--- src/rtl/mem_byte_loader.sv ---
`default_nettype none
// ============================================================================
// Module      : mem_byte_loader
// Description : Boot-time loader placed directly in front of the 8x16 data
//               memory. Bytes arriving on a valid/ready stream are packed in
//               pairs (high byte first) into 16-bit words. The words are
//               written into memory rows 0..WORDS-1 through the memory's
//               cs/we/addr/din port. When no load is running, the CPU's
//               memory port passes straight through to the memory.
// Revision    : 1.0 - initial release
// ----------------------------------------------------------------------------
// Parameters
//   WORDS       rows written per load sequence, legal range 1..7
//               (row 7 is not mapped in the memory)
// Optional feature macro
//   LOADER_CHECKSUM_EN  defined  : checksum holds the 16-bit sum of the
//                                  words written by the current/last load
//                       undefined: checksum is tied to zero, no adder built
// Ports
//   clk         in   1   system clock, rising-edge active
//   rst         in   1   synchronous active-high reset (also resets memory)
//   load_start  in   1   single-cycle request to start a load sequence
//   in_byte     in   8   stream byte
//   in_valid    in   1   in_byte is valid
//   in_ready    out  1   loader accepts a byte this cycle
//   cpu_cs      in   1   CPU memory chip select
//   cpu_we      in   1   CPU memory write enable
//   cpu_addr    in   3   CPU memory address
//   cpu_din     in   16  CPU write data
//   mem_cs      out  1   memory chip select
//   mem_we      out  1   memory write enable
//   mem_addr    out  3   memory address
//   mem_din     out  16  memory write data
//   busy        out  1   load in progress, CPU port locked out
//   done        out  1   one-cycle pulse after the last word is written
//   checksum    out  16  running word sum (zero when feature disabled)
// ============================================================================
module mem_byte_loader #(
    parameter int WORDS = 7
) (
    input  logic        clk,
    input  logic        rst,
    input  logic        load_start,
    input  logic [7:0]  in_byte,
    input  logic        in_valid,
    output logic        in_ready,
    input  logic        cpu_cs,
    input  logic        cpu_we,
    input  logic [2:0]  cpu_addr,
    input  logic [15:0] cpu_din,
    output logic        mem_cs,
    output logic        mem_we,
    output logic [2:0]  mem_addr,
    output logic [15:0] mem_din,
    output logic        busy,
    output logic        done,
    output logic [15:0] checksum
);

    // ------------------------------------------------------------------------
    // State encoding
    // ------------------------------------------------------------------------
    localparam logic [2:0] c_S_IDLE   = 3'd0;
    localparam logic [2:0] c_S_GET_HI = 3'd1;
    localparam logic [2:0] c_S_GET_LO = 3'd2;
    localparam logic [2:0] c_S_SETUP  = 3'd3;
    localparam logic [2:0] c_S_WRITE  = 3'd4;
    localparam logic [2:0] c_S_HOLD   = 3'd5;
    localparam logic [2:0] c_S_DONE   = 3'd6;

    // Index of the final row written by a load sequence.
    localparam logic [2:0] c_LAST_PTR = 3'(WORDS - 1);

    logic [2:0]  r_state;
    logic [2:0]  w_state_nxt;
    logic [2:0]  r_ptr;
    logic [7:0]  r_hi;
    logic [7:0]  r_lo;

    logic        w_ready;
    logic        w_busy;
    logic        w_done;
    logic        w_ld_cs;
    logic        w_ld_we;
    logic        w_start;
    logic        w_last;

    // A start request only counts while idle; a request during a load is
    // simply dropped.
    assign w_start = (r_state == c_S_IDLE) && load_start;
    assign w_last  = (r_ptr == c_LAST_PTR);

    // ------------------------------------------------------------------------
    // State register
    // ------------------------------------------------------------------------
    always_ff @(posedge clk) begin
        if (rst) begin
            r_state <= c_S_IDLE;
        end else begin
            r_state <= w_state_nxt;
        end
    end

    // ------------------------------------------------------------------------
    // Next-state and loader-side drive decode. Everything here is a function
    // of the state registers (plus in_valid/load_start for the next state
    // only), so no path exists from in_byte to the memory port.
    // ------------------------------------------------------------------------
    always_comb begin
        w_state_nxt = r_state;
        w_ready     = 1'b0;
        w_busy      = 1'b1;
        w_done      = 1'b0;
        w_ld_cs     = 1'b0;
        w_ld_we     = 1'b0;

        case (r_state)
            c_S_IDLE: begin
                w_busy = 1'b0;
                if (load_start) begin
                    w_state_nxt = c_S_GET_HI;
                end
            end

            c_S_GET_HI: begin
                w_ready = 1'b1;
                if (in_valid) begin
                    w_state_nxt = c_S_GET_LO;
                end
            end

            c_S_GET_LO: begin
                w_ready = 1'b1;
                if (in_valid) begin
                    w_state_nxt = c_S_SETUP;
                end
            end

            // SETUP/WRITE/HOLD keep addr/din stable around the single write
            // cycle so the memory's gated row clock sees settled data for a
            // full high phase.
            c_S_SETUP: begin
                w_ld_cs     = 1'b1;
                w_state_nxt = c_S_WRITE;
            end

            c_S_WRITE: begin
                w_ld_cs     = 1'b1;
                w_ld_we     = 1'b1;
                w_state_nxt = c_S_HOLD;
            end

            c_S_HOLD: begin
                w_ld_cs = 1'b1;
                if (w_last) begin
                    w_state_nxt = c_S_DONE;
                end else begin
                    w_state_nxt = c_S_GET_HI;
                end
            end

            c_S_DONE: begin
                w_done      = 1'b1;
                w_state_nxt = c_S_IDLE;
            end

            default: begin
                w_busy      = 1'b0;
                w_state_nxt = c_S_IDLE;
            end
        endcase
    end

    // ------------------------------------------------------------------------
    // Datapath: row pointer and byte capture registers
    // ------------------------------------------------------------------------
    always_ff @(posedge clk) begin
        if (rst) begin
            r_ptr <= 3'd0;
            r_hi  <= 8'h00;
            r_lo  <= 8'h00;
        end else begin
            if (w_start) begin
                r_ptr <= 3'd0;
            end else if ((r_state == c_S_HOLD) && !w_last) begin
                r_ptr <= r_ptr + 3'd1;
            end

            if ((r_state == c_S_GET_HI) && in_valid) begin
                r_hi <= in_byte;
            end

            if ((r_state == c_S_GET_LO) && in_valid) begin
                r_lo <= in_byte;
            end
        end
    end

    // ------------------------------------------------------------------------
    // Optional running checksum
    // ------------------------------------------------------------------------
`ifdef LOADER_CHECKSUM_EN
    logic [15:0] r_checksum;

    // Cleared when a new load leaves IDLE, accumulated once per word in the
    // WRITE cycle, and held after DONE until the next start or reset.
    always_ff @(posedge clk) begin
        if (rst) begin
            r_checksum <= 16'h0000;
        end else if (w_start) begin
            r_checksum <= 16'h0000;
        end else if (r_state == c_S_WRITE) begin
            r_checksum <= r_checksum + {r_hi, r_lo};
        end
    end

    assign checksum = r_checksum;
`else
    assign checksum = 16'h0000;
`endif

    // ------------------------------------------------------------------------
    // Memory port mux: CPU owns the port whenever the loader is idle.
    // ------------------------------------------------------------------------
    assign in_ready = w_ready;
    assign busy     = w_busy;
    assign done     = w_done;

    assign mem_cs   = w_busy ? w_ld_cs       : cpu_cs;
    assign mem_we   = w_busy ? w_ld_we       : cpu_we;
    assign mem_addr = w_busy ? r_ptr         : cpu_addr;
    assign mem_din  = w_busy ? {r_hi, r_lo}  : cpu_din;

endmodule
`default_nettype wire

--- config.mk ---
export PLATFORM = sky130hd
export DESIGN_NAME = mem_byte_loader
export DESIGN_NICKNAME = d
export VERILOG_FILES = /design/src/rtl/mem_byte_loader.sv
export SDC_FILE = /design/constraint.sdc
export NUM_CORES = 1
export LEC_CHECK = 0
export BUFFER_PORTS_ARGS = -buffer_cell sky130_fd_sc_hd__buf_2
export CAP_MARGIN = 20
export CORE_ASPECT_RATIO = 0.6
export CORE_UTILIZATION = 47
export CTS_BUF_LIST = sky130_fd_sc_hd__clkbuf_2
export DETAILED_ROUTE_END_ITERATION = 16
export GPL_TIMING_DRIVEN = 0
export HOLD_SLACK_MARGIN = 0.1
export PLACE_DENSITY_LB_ADDON = 0.12
export SYNTH_ARGS = -nofsm -noshare
export SYNTH_HDL_FRONTEND = slang
export SYNTH_SLANG_ARGS = --single-unit
--- constraint.sdc ---
create_clock -name clk -period 1.7 [get_ports clk]
set_clock_uncertainty 0.05 [all_clocks]
set_input_delay 0.085 -clock clk [delete_from_list [all_inputs] [get_ports clk]]
set_output_delay 0.085 -clock clk [all_outputs]
set_load 0.02 [all_outputs]
==> impl_metrics.tcl <==
set metrics [dict create \
    antenna_cells 0 \
    die_area_sq_um 3290 \
    antenna_found_initial 0 \
    top_layer_used "met4" \
    ant_nets 0 \
    cp_max_fo 6 \
    cts_made_buffers 3 \
    slowest_stage "dfxtp_4" \
    num_vias 1314 \
    max_freq_ghz 0.547 \
    crit_required_ns 1.56 \
    area_growth_pct 49.9 \
    vias_per_cell 4.76 \
    drt_iter0_drc 60 \
    met1_length_mm 1.67 \
    drt-pass1-iter-count 4 \
    wl_per_cell_um 13.8 \
    reg2reg_slack_ns 0.20 \
    dr_wl_met2_mm 1.93 \
    ios 73 \
    dp_cells 259 \
    cts_tree "yes" \
    startpoint_type "flip-flop" \
    routed-wl-met3_um 209 \
    wl_mm 3.82 \
    ys_seq_area_share_pct 30.7 \
    core_sq_um 2890 \
    grt_pass1_wl_mm 5.55 \
    cts_sinks 22 \
    ys_ff_latch 22 \
    rsz0062_at_grt "true" \
    power_mw 1.46 \
    power.leakage_nw 1.05 \
    worstHoldStart "load_start" \
    path_cells "and3_4 -> a21o_4 -> buf_16 -> mux2_4 -> buf_6" \
    synthTopCellsByArea "dfxtp_1 31%, mux2_4 20%, mux2i_1 11%, buf_4 9.9%, nor2_1 5.0%" \
    final_util_pct 74.4 \
    cp_top_family "flip-flops" \
    clk_latency_ns 0.31 \
    fillCellCount 219 \
    setup_viol 19 \
    final_cell_mix "37 x buf_2, 22 x buf_6, 22 x buf_4" \
    core.rowCount 15 \
    final_layout_size_suffix_gt1_share_pct 49.6 \
    grt-ovfl-total 0 \
    timing.critical_path.to "mem_din[5]" \
    hold_class "in2reg" \
    arrival_ns 1.69 \
    netlist.area_leader.share_pct 30.7 \
    final_common_cell "buf_2" \
    die_x_um 73.3 \
    power_density_nw_per_um2 677 \
    violations "setup timing" \
    final-max-slew-violation-count 0 \
    final.period_utilization_pct 107 \
    finalSetupTns_ns -2.27 \
    syn-instance-count 146 \
    whs_ns 0.199 \
    cap_violations 0 \
    gp_congestion 0.812 \
    grt_usage_pct 22.9 \
    nNetsFinal 271 \
    synthDistinctLibCells 29 \
    setup_ws_ns -0.127 \
    reg2reg_from "r_state[2]" \
    first_global_vias 1204 \
    pre_cts_ws_ns 0.145 \
    clockRootBuffer "clkbuf_2" \
    ir_drop_v 0.000455 \
    rr_worst_depth 5 \
    yosys.area.top_type "dfxtp_1" \
    crit_type "reg2out" \
    grt_max_degree 12 \
    multiInputGateArea_sq_um 871 \
    place_area_sq_um 1820 \
    cp-startpoint "r_state[1]" \
    regArea_sq_um 449 \
    yosys_warnings 0 \
    fin_cells 276 \
    place_hpwl_mm 2.46 \
    critPathCaptureType "output port" \
    crit_cells 5 \
    drc 0 \
    worst_path_largest_cell_delay_ns 0.40 \
    fin_crit_ns 1.83 \
    postLayoutCellArea_sq_um 2150 \
    die_h_um 44.8 \
    final-hold-violation-count 0 \
    avgSynthCellArea_sq_um 9.83 \
    synth_area_sq_um 1440 \
    clkTransAtPathRegs_ns 0.18 \
    start_util_pct 49.7 \
    io_buffers 56 \
    crit_buf_inv 2 \
    ctsLongestPathBuffers 2 \
    status "finished, violations left" \
    reg2reg_to "r_lo[3]" \
    cts.htree.levels 1 \
]
-- layer usage --
layer | track usage, % | up-vias
met3 | 4.91 | 2
met1 | 27.2 | 618
li1 | - | 649
met2 | 43.9 | 45
met5 | 0 | -
met4 | 3.46 | 0
-- worst reg2reg max path, delay by kind of cell, from the launching register on --
kind                   cells  cell delay (ns)
buffers and inverters      2             0.36
and+or+nand+nor            2             0.34
muxes                      1             0.28
DFF                        1             0.37
-- timing repair --
| action | CTS | global route |
|---|---|---|
| gates cloned | 2 | 0 |
| hold endpoints to repair | 21 | 0 |
| hold buffers | 10 | 0 |
| pin swaps | 1 | 1 |
| buffers inserted | 1 | 1 |
| endpoints found under the setup margin | 19 | 24 |
| gates resized for setup | 50 | 9 |
-- cell families after synthesis --
group	synth area share [%]
AO/OA/AOI/OAI	8.20
XOR/XNOR	0.610
adder cells (fa/ha/maj)	1.74
buffers and inverters	13.8
flip-flops	30.7
multiplexers	31.0
other	0.261
AND/OR/NAND/NOR	13.7
-- how the worst min path moves through the flow --
stage	cells past startpoint	slack, ns	endpoint
floorplan	2	0.18	r_hi[0]
global placement	3	0.29	r_hi[4]
detailed placement	3	0.30	r_lo[4]
CTS	4	0.17	r_state[0]
global route	4	0.19	r_state[0]
finish	4	0.20	r_state[0]
-- layout make-up --
cell class,instances,area share [%]
plain buffers,25,8.96
flip-flops and latches,22,20.9
repair buffers,70,25.8
inverters,4,0.698
clock buffers,3,0.698
multi-input cells,110,40.5
well taps,42,2.44
-- where the power goes --
group	total (mW)	switching [mW]	internal, mW
combinational	0.717	0.329	0.388
sequential	0.548	0.0140	0.534
clock	0.190	0.142	0.0481
total	1.46	0.485	0.970
-- cells in the mapped netlist --
cell	instances
nor2b_1	2
or2_2	1
a21o_1	3
inv_1	4
nor2_1	19
ha_1	2
o21ai_0	3
buf_4	19
buf_6	2
conb_1	1
nor3b_1	1
clkbuf_1	2
o21bai_1	1
a21boi_0	2
mux2i_1	16
dfxtp_1	22
nand4b_1	1
and3b_1	1
mux2_4	19
and3_1	3
nand3_1	4
a22o_1	1
nand2b_1	2
a21oi_1	8
and4bb_2	2
o32ai_1	1
buf_2	2
nor3_1	1
xnor2_1	1
-- registers in the layout, indices dropped and copies added (netlist names) --
name	count
r_hi	8
r_lo	8
r_ptr	3
r_state	3
No activity file was read; power rests on OpenSTA's default activity.
